## src/rtl/ext_mem_pkg.sv

```systemverilog
// Shared types and constants for the external memory arbiter.
// Imported by the arbiter top and its round-robin sub-block.
package ext_mem_pkg;

  localparam int unsigned NB_PORTS_DFLT = 3;

  function automatic int unsigned id_w(int unsigned n);
    return (n > 1) ? $clog2(n) : 1;
  endfunction

  typedef logic [id_w(NB_PORTS_DFLT)-1:0] port_id_t;

  typedef enum logic {
    ACC_READ  = 1'b0,
    ACC_WRITE = 1'b1
  } acc_e;

  // All-ones value of a w-bit counter, for w up to 64.
  function automatic logic [63:0] sat_max(int unsigned w);
    return (w >= 64) ? '1 : (64'd1 << w) - 64'd1;
  endfunction

endpackage

```

## src/rtl/rr_arbiter.sv

```systemverilog
// Round-robin arbiter: one-hot grant plus encoded id.
// Pointer advances past the winner only on a handshake.
module rr_arbiter
  import ext_mem_pkg::*;
#(
  parameter int unsigned NB_PORTS = 3,
  localparam int unsigned IDW = id_w(NB_PORTS)
) (
  input  logic                clk,
  input  logic                rst,
  input  logic [NB_PORTS-1:0] req_i,
  input  logic                hs_i,
  output logic [NB_PORTS-1:0] gnt_o,
  output logic [IDW-1:0]      gnt_id_o,
  output logic                any_o
);

  logic [IDW-1:0] ptr_q, ptr_d;

  always_comb begin
    int unsigned idx;
    idx      = 0;
    gnt_o    = '0;
    gnt_id_o = '0;
    any_o    = 1'b0;
    for (int unsigned k = 0; k < NB_PORTS; k++) begin
      idx = 32'(ptr_q) + k;
      if (idx >= NB_PORTS) idx = idx - NB_PORTS;
      if (!any_o && req_i[idx]) begin
        any_o      = 1'b1;
        gnt_o[idx] = 1'b1;
        gnt_id_o   = IDW'(idx);
      end
    end
  end

  always_comb begin
    ptr_d = ptr_q;
    if (hs_i) begin
      if (gnt_id_o == IDW'(NB_PORTS - 1)) ptr_d = '0;
      else                                ptr_d = gnt_id_o + IDW'(1);
    end
  end

  always_ff @(posedge clk or posedge rst) begin
    if (rst) ptr_q <= '0;
    else     ptr_q <= ptr_d;
  end

endmodule

```

## src/rtl/ext_mem_arbiter.sv

```systemverilog
// Single-port external memory shared by NB_PORTS requesters,
// with in-order read return and saturating bandwidth counters.
module ext_mem_arbiter
  import ext_mem_pkg::*;
#(
  parameter int unsigned NB_PORTS     = 3,
  parameter int unsigned ADDR_WIDTH   = 20,
  parameter int unsigned DATA_WIDTH   = 32,
  parameter int unsigned READ_LATENCY = 1,
  parameter int unsigned CNT_WIDTH    = 32,
  localparam int unsigned IDW = id_w(NB_PORTS),
  localparam int unsigned OW  = $clog2(READ_LATENCY + 1)
) (
  input  logic                           clk,
  input  logic                           arst_in,
  input  logic [NB_PORTS-1:0]            req_valid,
  output logic [NB_PORTS-1:0]            req_ready,
  input  logic [NB_PORTS-1:0]            req_write,
  input  logic [NB_PORTS*ADDR_WIDTH-1:0] req_addr,
  input  logic [NB_PORTS*DATA_WIDTH-1:0] req_wdata,
  output logic [NB_PORTS-1:0]            rsp_valid,
  output logic [DATA_WIDTH-1:0]          rsp_data,
  output logic [ADDR_WIDTH-1:0]          mem_addr,
  output logic                           mem_read_en,
  output logic                           mem_write_en,
  output logic [DATA_WIDTH-1:0]          mem_din,
  input  logic [DATA_WIDTH-1:0]          mem_qout,
  input  logic                           clear_counters,
  output logic [CNT_WIDTH-1:0]           rd_count,
  output logic [CNT_WIDTH-1:0]           wr_count,
  output logic [OW-1:0]                  outstanding
);

  localparam logic [63:0] CMAX64 = sat_max(CNT_WIDTH);
  localparam logic [CNT_WIDTH-1:0] CNT_MAX = CMAX64[CNT_WIDTH-1:0];
  localparam int unsigned LAST = READ_LATENCY - 1;

  logic [NB_PORTS-1:0]   gnt;
  logic [IDW-1:0]        gnt_id;
  logic                  any;
  logic                  hs;
  acc_e                  acc;
  logic [DATA_WIDTH-1:0] rd_data;

  logic [READ_LATENCY-1:0] pv_q;
  logic [IDW-1:0]          pid_q [READ_LATENCY];
  logic [CNT_WIDTH-1:0]    rd_q, rd_d, wr_q, wr_d;
  logic [OW-1:0]           os_q, os_d;

  // Grants are suppressed while reset is held.
  assign hs        = any & ~arst_in;
  assign req_ready = gnt & {NB_PORTS{~arst_in}};

  rr_arbiter #(.NB_PORTS(NB_PORTS)) u_arb (
    .clk      (clk),
    .rst      (arst_in),
    .req_i    (req_valid),
    .hs_i     (hs),
    .gnt_o    (gnt),
    .gnt_id_o (gnt_id),
    .any_o    (any)
  );

  always_comb begin
    acc          = acc_e'(req_write[gnt_id]);
    mem_addr     = req_addr[32'(gnt_id)*ADDR_WIDTH +: ADDR_WIDTH];
    mem_din      = req_wdata[32'(gnt_id)*DATA_WIDTH +: DATA_WIDTH];
    mem_read_en  = hs && (acc == ACC_READ);
    mem_write_en = hs && (acc == ACC_WRITE);
  end

  always_ff @(posedge clk or posedge arst_in) begin
    if (arst_in) begin
      pv_q <= '0;
      for (int unsigned j = 0; j < READ_LATENCY; j++) pid_q[j] <= '0;
    end else begin
      pv_q[0]  <= mem_read_en;
      pid_q[0] <= gnt_id;
      for (int unsigned j = 1; j < READ_LATENCY; j++) begin
        pv_q[j]  <= pv_q[j-1];
        pid_q[j] <= pid_q[j-1];
      end
    end
  end

  // The memory itself supplies the first cycle of latency.
  if (READ_LATENCY > 1) begin : g_dpipe
    logic [DATA_WIDTH-1:0] dq_q [READ_LATENCY-1];
    always_ff @(posedge clk or posedge arst_in) begin
      if (arst_in) begin
        for (int unsigned j = 0; j < READ_LATENCY-1; j++) dq_q[j] <= '0;
      end else begin
        dq_q[0] <= mem_qout;
        for (int unsigned j = 1; j < READ_LATENCY-1; j++) dq_q[j] <= dq_q[j-1];
      end
    end
    assign rd_data = dq_q[READ_LATENCY-2];
  end else begin : g_dnone
    assign rd_data = mem_qout;
  end

  always_comb begin
    rsp_valid = '0;
    if (pv_q[LAST]) rsp_valid[pid_q[LAST]] = 1'b1;
    rsp_data = pv_q[LAST] ? rd_data : '0;
  end

  always_comb begin
    rd_d = rd_q;
    wr_d = wr_q;
    if (clear_counters) begin
      rd_d = CNT_WIDTH'(mem_read_en);
      wr_d = CNT_WIDTH'(mem_write_en);
    end else begin
      if (mem_read_en && rd_q != CNT_MAX)  rd_d = rd_q + CNT_WIDTH'(1);
      if (mem_write_en && wr_q != CNT_MAX) wr_d = wr_q + CNT_WIDTH'(1);
    end
    os_d = os_q + OW'(mem_read_en) - OW'(pv_q[LAST]);
  end

  always_ff @(posedge clk or posedge arst_in) begin
    if (arst_in) begin
      rd_q <= '0;
      wr_q <= '0;
      os_q <= '0;
    end else begin
      rd_q <= rd_d;
      wr_q <= wr_d;
      os_q <= os_d;
    end
  end

  assign rd_count    = rd_q;
  assign wr_count    = wr_q;
  assign outstanding = os_q;

endmodule
```

## config.mk

```make
export PLATFORM = sky130hd
export DESIGN_NAME = ext_mem_arbiter
export DESIGN_NICKNAME = d
export VERILOG_FILES = /design/src/rtl/ext_mem_pkg.sv /design/src/rtl/rr_arbiter.sv /design/src/rtl/ext_mem_arbiter.sv
export SDC_FILE = /design/constraint.sdc
export NUM_CORES = 1
export LEC_CHECK = 0
export ABC_AREA = 1
export ABC_CLOCK_PERIOD_IN_PS = 5200
export CORE_AREA = 2 2 136 138
export CTS_BUF_LIST = sky130_fd_sc_hd__clkbuf_16
export CTS_CLUSTER_SIZE = 8
export DETAILED_ROUTE_END_ITERATION = 8
export DIE_AREA = 0 0 138 140
export PLACE_DENSITY_LB_ADDON = 0.08
export SETUP_SLACK_MARGIN = 0.5
export SLEW_MARGIN = 20
export SYNTH_ARGS = -nofsm -noshare
export SYNTH_HDL_FRONTEND = slang
export SYNTH_SLANG_ARGS = --single-unit
```

## constraint.sdc

```tcl
create_clock -name clk -period 5.2 [get_ports clk]
set_input_delay 0.52 -clock clk [delete_from_list [all_inputs] [get_ports clk]]
set_output_delay 0.52 -clock clk [all_outputs]
set_load 0.01 [all_outputs]
```

After elaboration in Yosys (flattened, before gate mapping)
Index checks and enable logic that the tools add are counted.

cells by class
  multiplexer cells = 35
  $mul = 1
  bitwise operators = 6
  reduce and logical (&&, ||, !) cells = 14
  $add $sub $neg = 10
  $lt $le $gt $ge = 12
  shift-type cells = 2
  eq/ne operators = 3

operators by type and width
  kind                   number
  $mux 32                8
  $ge 32x1->1 const B    3
  $lt 32x3->1 const B    3
  $shiftx 96x8->32       1
  $add 32x1->32 const B  2
  $ge 32x2->1 const B    2
  $ne 32x32->1 const B   2
  $sub 32x2->32 const B  2
  $shiftx 60x8->20       1
  $mux 3                 4
  $mux 1                 11
  $logic_and 1x1->1      10
  $bmux 1 s2             4
  $demux 1 s2            4
  $mux 2                 4
  $lt 2x3->1 const B     2
  $or 3x3->3             2
  $mul 2x3->5 const B    1
  $reduce_bool 2->1      2
  $add 2x1->3 const B    1
  $add 2x2->3 const B    1
  $and 3x3->3            1
  $sub 2x2->3 const B    1
  $add 2x1->2 const B    1
  other kinds (8)        10

word-level totals
  output and inout bits = 157
  input bits = 197
  logic and storage cells = 89
  bits in registers = 70

Longest topological paths before layout
  word-level depth = 18
  gate-level depth with buffers = 18
  depth with buffers taken out = 17

Cells and area by module
Synthesis repeated with hierarchy kept, for this count alone.

unflattened totals
  cell total of the unflattened synthesis = 1080
  area, all modules = 6396.1 sq um

modules (own cells, without submodules)
  module           seq. area each (sq um)  area an instance (sq um)  cells an instance  instances
  ext_mem_arbiter  1701.6                  5993.2                    1017               1
  rr_arbiter       50.0                    402.9                     63                 1

Worst setup path after synthesis
No wires, ideal clock.

  path type = input port to output port
  start = input port arst_in
  end = output port mem_read_en
  buffers on the path = 0
  stages on the path = 3
  setup slack = 2032 ps
  data required time = 4680 ps
  arrival time = 2648 ps
  path through = inv_1 > nand2_1 > nor2_2

between the ends
  word-level cells in the longest chain between the ends = 3

RTL lines
  what               line                   RTL
  from (decl)        ext_mem_arbiter.sv:15  input logic arst_in,
  $not 1->1          ext_mem_arbiter.sv:51  assign hs = any & ~arst_in;
  $and 1x1->1        ext_mem_arbiter.sv:51
  $logic_and 1x1->1  ext_mem_arbiter.sv:68  mem_read_en = hs && (acc == ACC_READ);
  to (decl)          ext_mem_arbiter.sv:24  output logic mem_read_en,

No other way between the ends.

Worst setup path after layout
  start = register u_arb.ptr_q[0]
  end = output port mem_din[7]

between the ends
  word-level cells in the longest chain between the ends = 12
  elaborated cells between the ends (all ways) = 27
  those cells by class = add/sub: 5; order compare: 3; shift: 1; mux: 14; reduce/logical: 4

RTL lines
  what                                                    line                   RTL
  from (decl)                                             rr_arbiter.sv:18       logic [IDW-1:0] ptr_q, ptr_d;
  from (signal assigned)                                  rr_arbiter.sv:47       else ptr_q <= ptr_d;
  branches (longest 10 deep; another with $sub 32x2->32)  -
  $mux 2 (*)                                              rr_arbiter.sv:29       if (!any_o && req_i[idx]) begin
  $shiftx 96x8->32 (*)                                    ext_mem_arbiter.sv:67  mem_din = req_wdata[32'(gnt_id)*DATA_WIDTH +: DATA_WIDTH];
  to (decl)                                               ext_mem_arbiter.sv:26  output logic [DATA_WIDTH-1:0] mem_din,

Mark *: on every way between the ends. The select of a mux whose other input is x is not followed.

==> impl_metrics.toml <==
[run_status]
status = "completed"

[synth]
async_reset_ff_share_pct = 100.0
postSynthAreaPerCell_um2 = 6.061
synth_top_flop_cell = "dfrtp_1"
synthCells = 1016
synth.top_cell.area_share_pct = 28.44
yosysMostFrequentCell = "nand2_1"
synthTopCellsByArea = "dfrtp_1 (28%), nand2_1 (18%), nor2_1 (8.8%), o21ai_0 (8.6%), nand3_1 (8.3%)"
syn_nets = 1219
yosysWarningCount = 0
synth-edff-count = 0
synth_top_area_cell = "dfrtp_1"
ys_seq_elements = 70
synth_area_mm2 = 0.006158
yosys-top-cells-count = "nand2_1 (303), nor2_1 (145), o21ai_0 (106)"
synth_cell_type_count = 34
yosysSeqAreaShare_pct = 28.44

[clock_tree]
cts_setup_buffers = 0
cts_tree = "done"
cts-root-buf = "clkbuf_16"
cts.path.max_buffers = 2
numCtsBuffers = 9
cts-htree-levels = 3
cts_hold_buf = 0
worstSkewPairLatency_ns = 0.35
path_clk_slew_ns = 0.07
clkSinkCount = 70
ctsResizeCount = 0

[global_routing]
grt_overflow = 0
grt_pass1_wl_mm = 45.53
gr-usage-all-layers_pct = 29.98
grt_antenna_before_repair = 6
grt_max_degree = 71
grt_pass1_vias = 7251

[final_layout]
area_growth_pct = 64.75
fin_nets = 1540
drive_gt1_share_pct = 3.353
stdcell_count = 1578

[floorplanning]
rows = 49
start_util_pct = 34.64
die_width_um = 138
core_mm2 = 0.01778
io_pins = 354
die_h_um = 140
die-area_mm2 = 0.01932

[timing]
hold_violations = 0
fin_setup_tns_ns = 0
fmax_ghz = 0.2309
slew_viol_final = 0
final.min_clock_period_ns = 4.331
skew_ns = 0.009776
finalCritPeriodShare_pct = 83.28
setup_viol = 0
grt_setup_unrepaired = "no"
tightest_slew_ns = 0.9755
relSlewSlack_pct = 34.97

[critical_path]
slowest_delay_ns = 0.67
crit_slowest_cell = "inv_2"
path_class = "reg2out"
ff2ff_setup_slack_ns = 1.54
critical_path.max_fanout = 54
worstSetupStartpointType = "flip-flop"
reg2reg_from = "u_arb.ptr_q[0]$_DFFE_PP0P_"
critPathLaunch = "u_arb.ptr_q[0]$_DFFE_PP0P_"
arrival_ns = 3.81
worstSetupEndpointType = "output port"
cp_data_required_time_ns = 4.68
crit_path_cell_trace = "inv_1 > ha_1 > inv_2 > nand2_1 > nand3_1 > nand2_1 > nand4_1 > nand2_2 > inv_2 > o21ai_0 > o21ai_0 > clkdlybuf4s50_1"

[detailed_routing]
drtIter0Drc = 639
route.vias.total = 8015
wirelength_mm = 29.70
postRouteAntennaNets = 0
first_pass_iters = 5
post_drt_wl_per_cell_um = 18.82
vias_per_cell = 5.079
drc = 0

[place]
place.gp.congestion = 1.009
portBuffers = 353
post-dp-hpwl_mm = 23.01
placedCellCount = 1555

[pwr]
leakage_nw = 4.512
powerDensity_mw_per_mm2 = 505.7
peakVddDrop_mv = 0.4911

[hold_path]
min_from = "rd_count[22]$_DFFE_PP0P_"
hp-class = "reg2reg"

[flow_run]
cap_violations = 0
[cells by family after synthesis]
kind of cell | share of synthesized area (%)
simple gates | 43.72
fa+ha+maj | 1.219
compound gates | 10.22
buf+inv | 8.858
flops | 28.44
xor+xnor | 7.538
[flip-flops by register name, summed over array words and instances, names as in the netlist]
signal and cells:
wr_count 32, pv_q 1, rd_count 32, pid_q 2, outstanding 1, u_arb.ptr_q 2
[per-layer routing]
metal / GRT usage [%] / vias up / wire length [um]
li1: - / 3932 / -
met1: 43.28 / 3741 / 13910
met5: 0 / - / 0
met4: 6.122 / 0 / 455
met3: 6.906 / 27 / 2238
met2: 45.99 / 315 / 13090
[stage by stage]
stage	worst slack (ns)	utilization (%)	area [um2]	power, mW	hold WS (ns)
3_5_place_dp	0.9881	55.16	9807	4.449	0.5707
4_1_cts	0.8120	56.97	10130	5.145	0.5920
3_3_place_gp	1.048	55.16	9807	4.428	0.5593
2_1_floorplan	2.032	-	6158	2.498	0.5836
5_1_grt	0.6266	56.97	10130	5.496	0.6172
6_report	0.8695	57.07	10150	5.131	0.5974
[power breakdown]
| part | switching [mW] | internal, mW | total (mW) | leakage, nW |
|---|---|---|---|---|
| clock network | 0.261 | 0.422 | 0.683 | 0.150 |
| logic | 2.14 | 1.66 | 3.80 | 3.40 |
| registers | 0.0629 | 0.584 | 0.647 | 0.966 |
| total | 2.46 | 2.67 | 5.13 | 4.51 |
[worst max-delay path, delay by kind of cell (launching register included)]
kind / cells / cell delay, ns
simple gates: 5 / 0.60
buf+inv: 4 / 1.56
flops: 1 / 0.37
compound gates: 2 / 0.52
fa+ha+maj: 1 / 0.40
[final cells by class]
cell class / count / area [um2]
inverter: 89 / 334.1
timing repair buffer: 359 / 3573
clock buffer: 9 / 225.2
antenna: 7 / 17.52
sequential: 70 / 1752
clock inverter: 7 / 96.34
fill: 1767 / 7634
tap: 229 / 286.5
multi-input combinational: 808 / 3861
[cells in the final DEF, fill, tap and decap left out]
| master | n |
|---|---|
| diode_2 | 7 |
| o22ai_1 | 4 |
| nand3_1 | 102 |
| o21ai_0 | 106 |
| nand3_4 | 2 |
| nand2_2 | 6 |
| clkinvlp_4 | 2 |
| bufinv_16 | 2 |
| nand4_4 | 1 |
| clkbuf_16 | 9 |
| nand3b_1 | 2 |
| or2_2 | 1 |
| inv_2 | 8 |
| nor2_2 | 2 |
| ha_1 | 6 |
| nor4_1 | 7 |
| a311oi_1 | 1 |
| buf_2 | 1 |
| dfrtp_1 | 70 |
| clkdlybuf4s50_1 | 352 |
| xor2_1 | 38 |
| nand2_4 | 1 |
| and3_1 | 1 |
| buf_4 | 6 |
| nor3_1 | 25 |
| o211ai_1 | 1 |
| a31oi_1 | 2 |
| nor2_1 | 145 |
| a21oi_1 | 7 |
| inv_1 | 81 |
| nand4_1 | 23 |
| nor3b_1 | 3 |
| xnor2_1 | 15 |
| o21ai_1 | 2 |
| inv_6 | 2 |
| nand3_2 | 2 |
| clkinv_1 | 1 |
| nand2_1 | 303 |
[path summary, 6_finish.rpt]
check | cells past startpoint | endpoint
setup / recovery | 12 | mem_din[7]
hold / removal | 2 | rd_count[22]$_DFFE_PP0P_
setup reg to reg | 14 | rd_count[25]$_DFFE_PP0P_
hold reg to reg | 2 | rd_count[22]$_DFFE_PP0P_
max in group asynchronous | 3 | wr_count[5]$_DFFE_PP0P_
min in group asynchronous | 3 | outstanding$_DFF_PP0_
No activity file was read; power rests on OpenSTA's default activity.
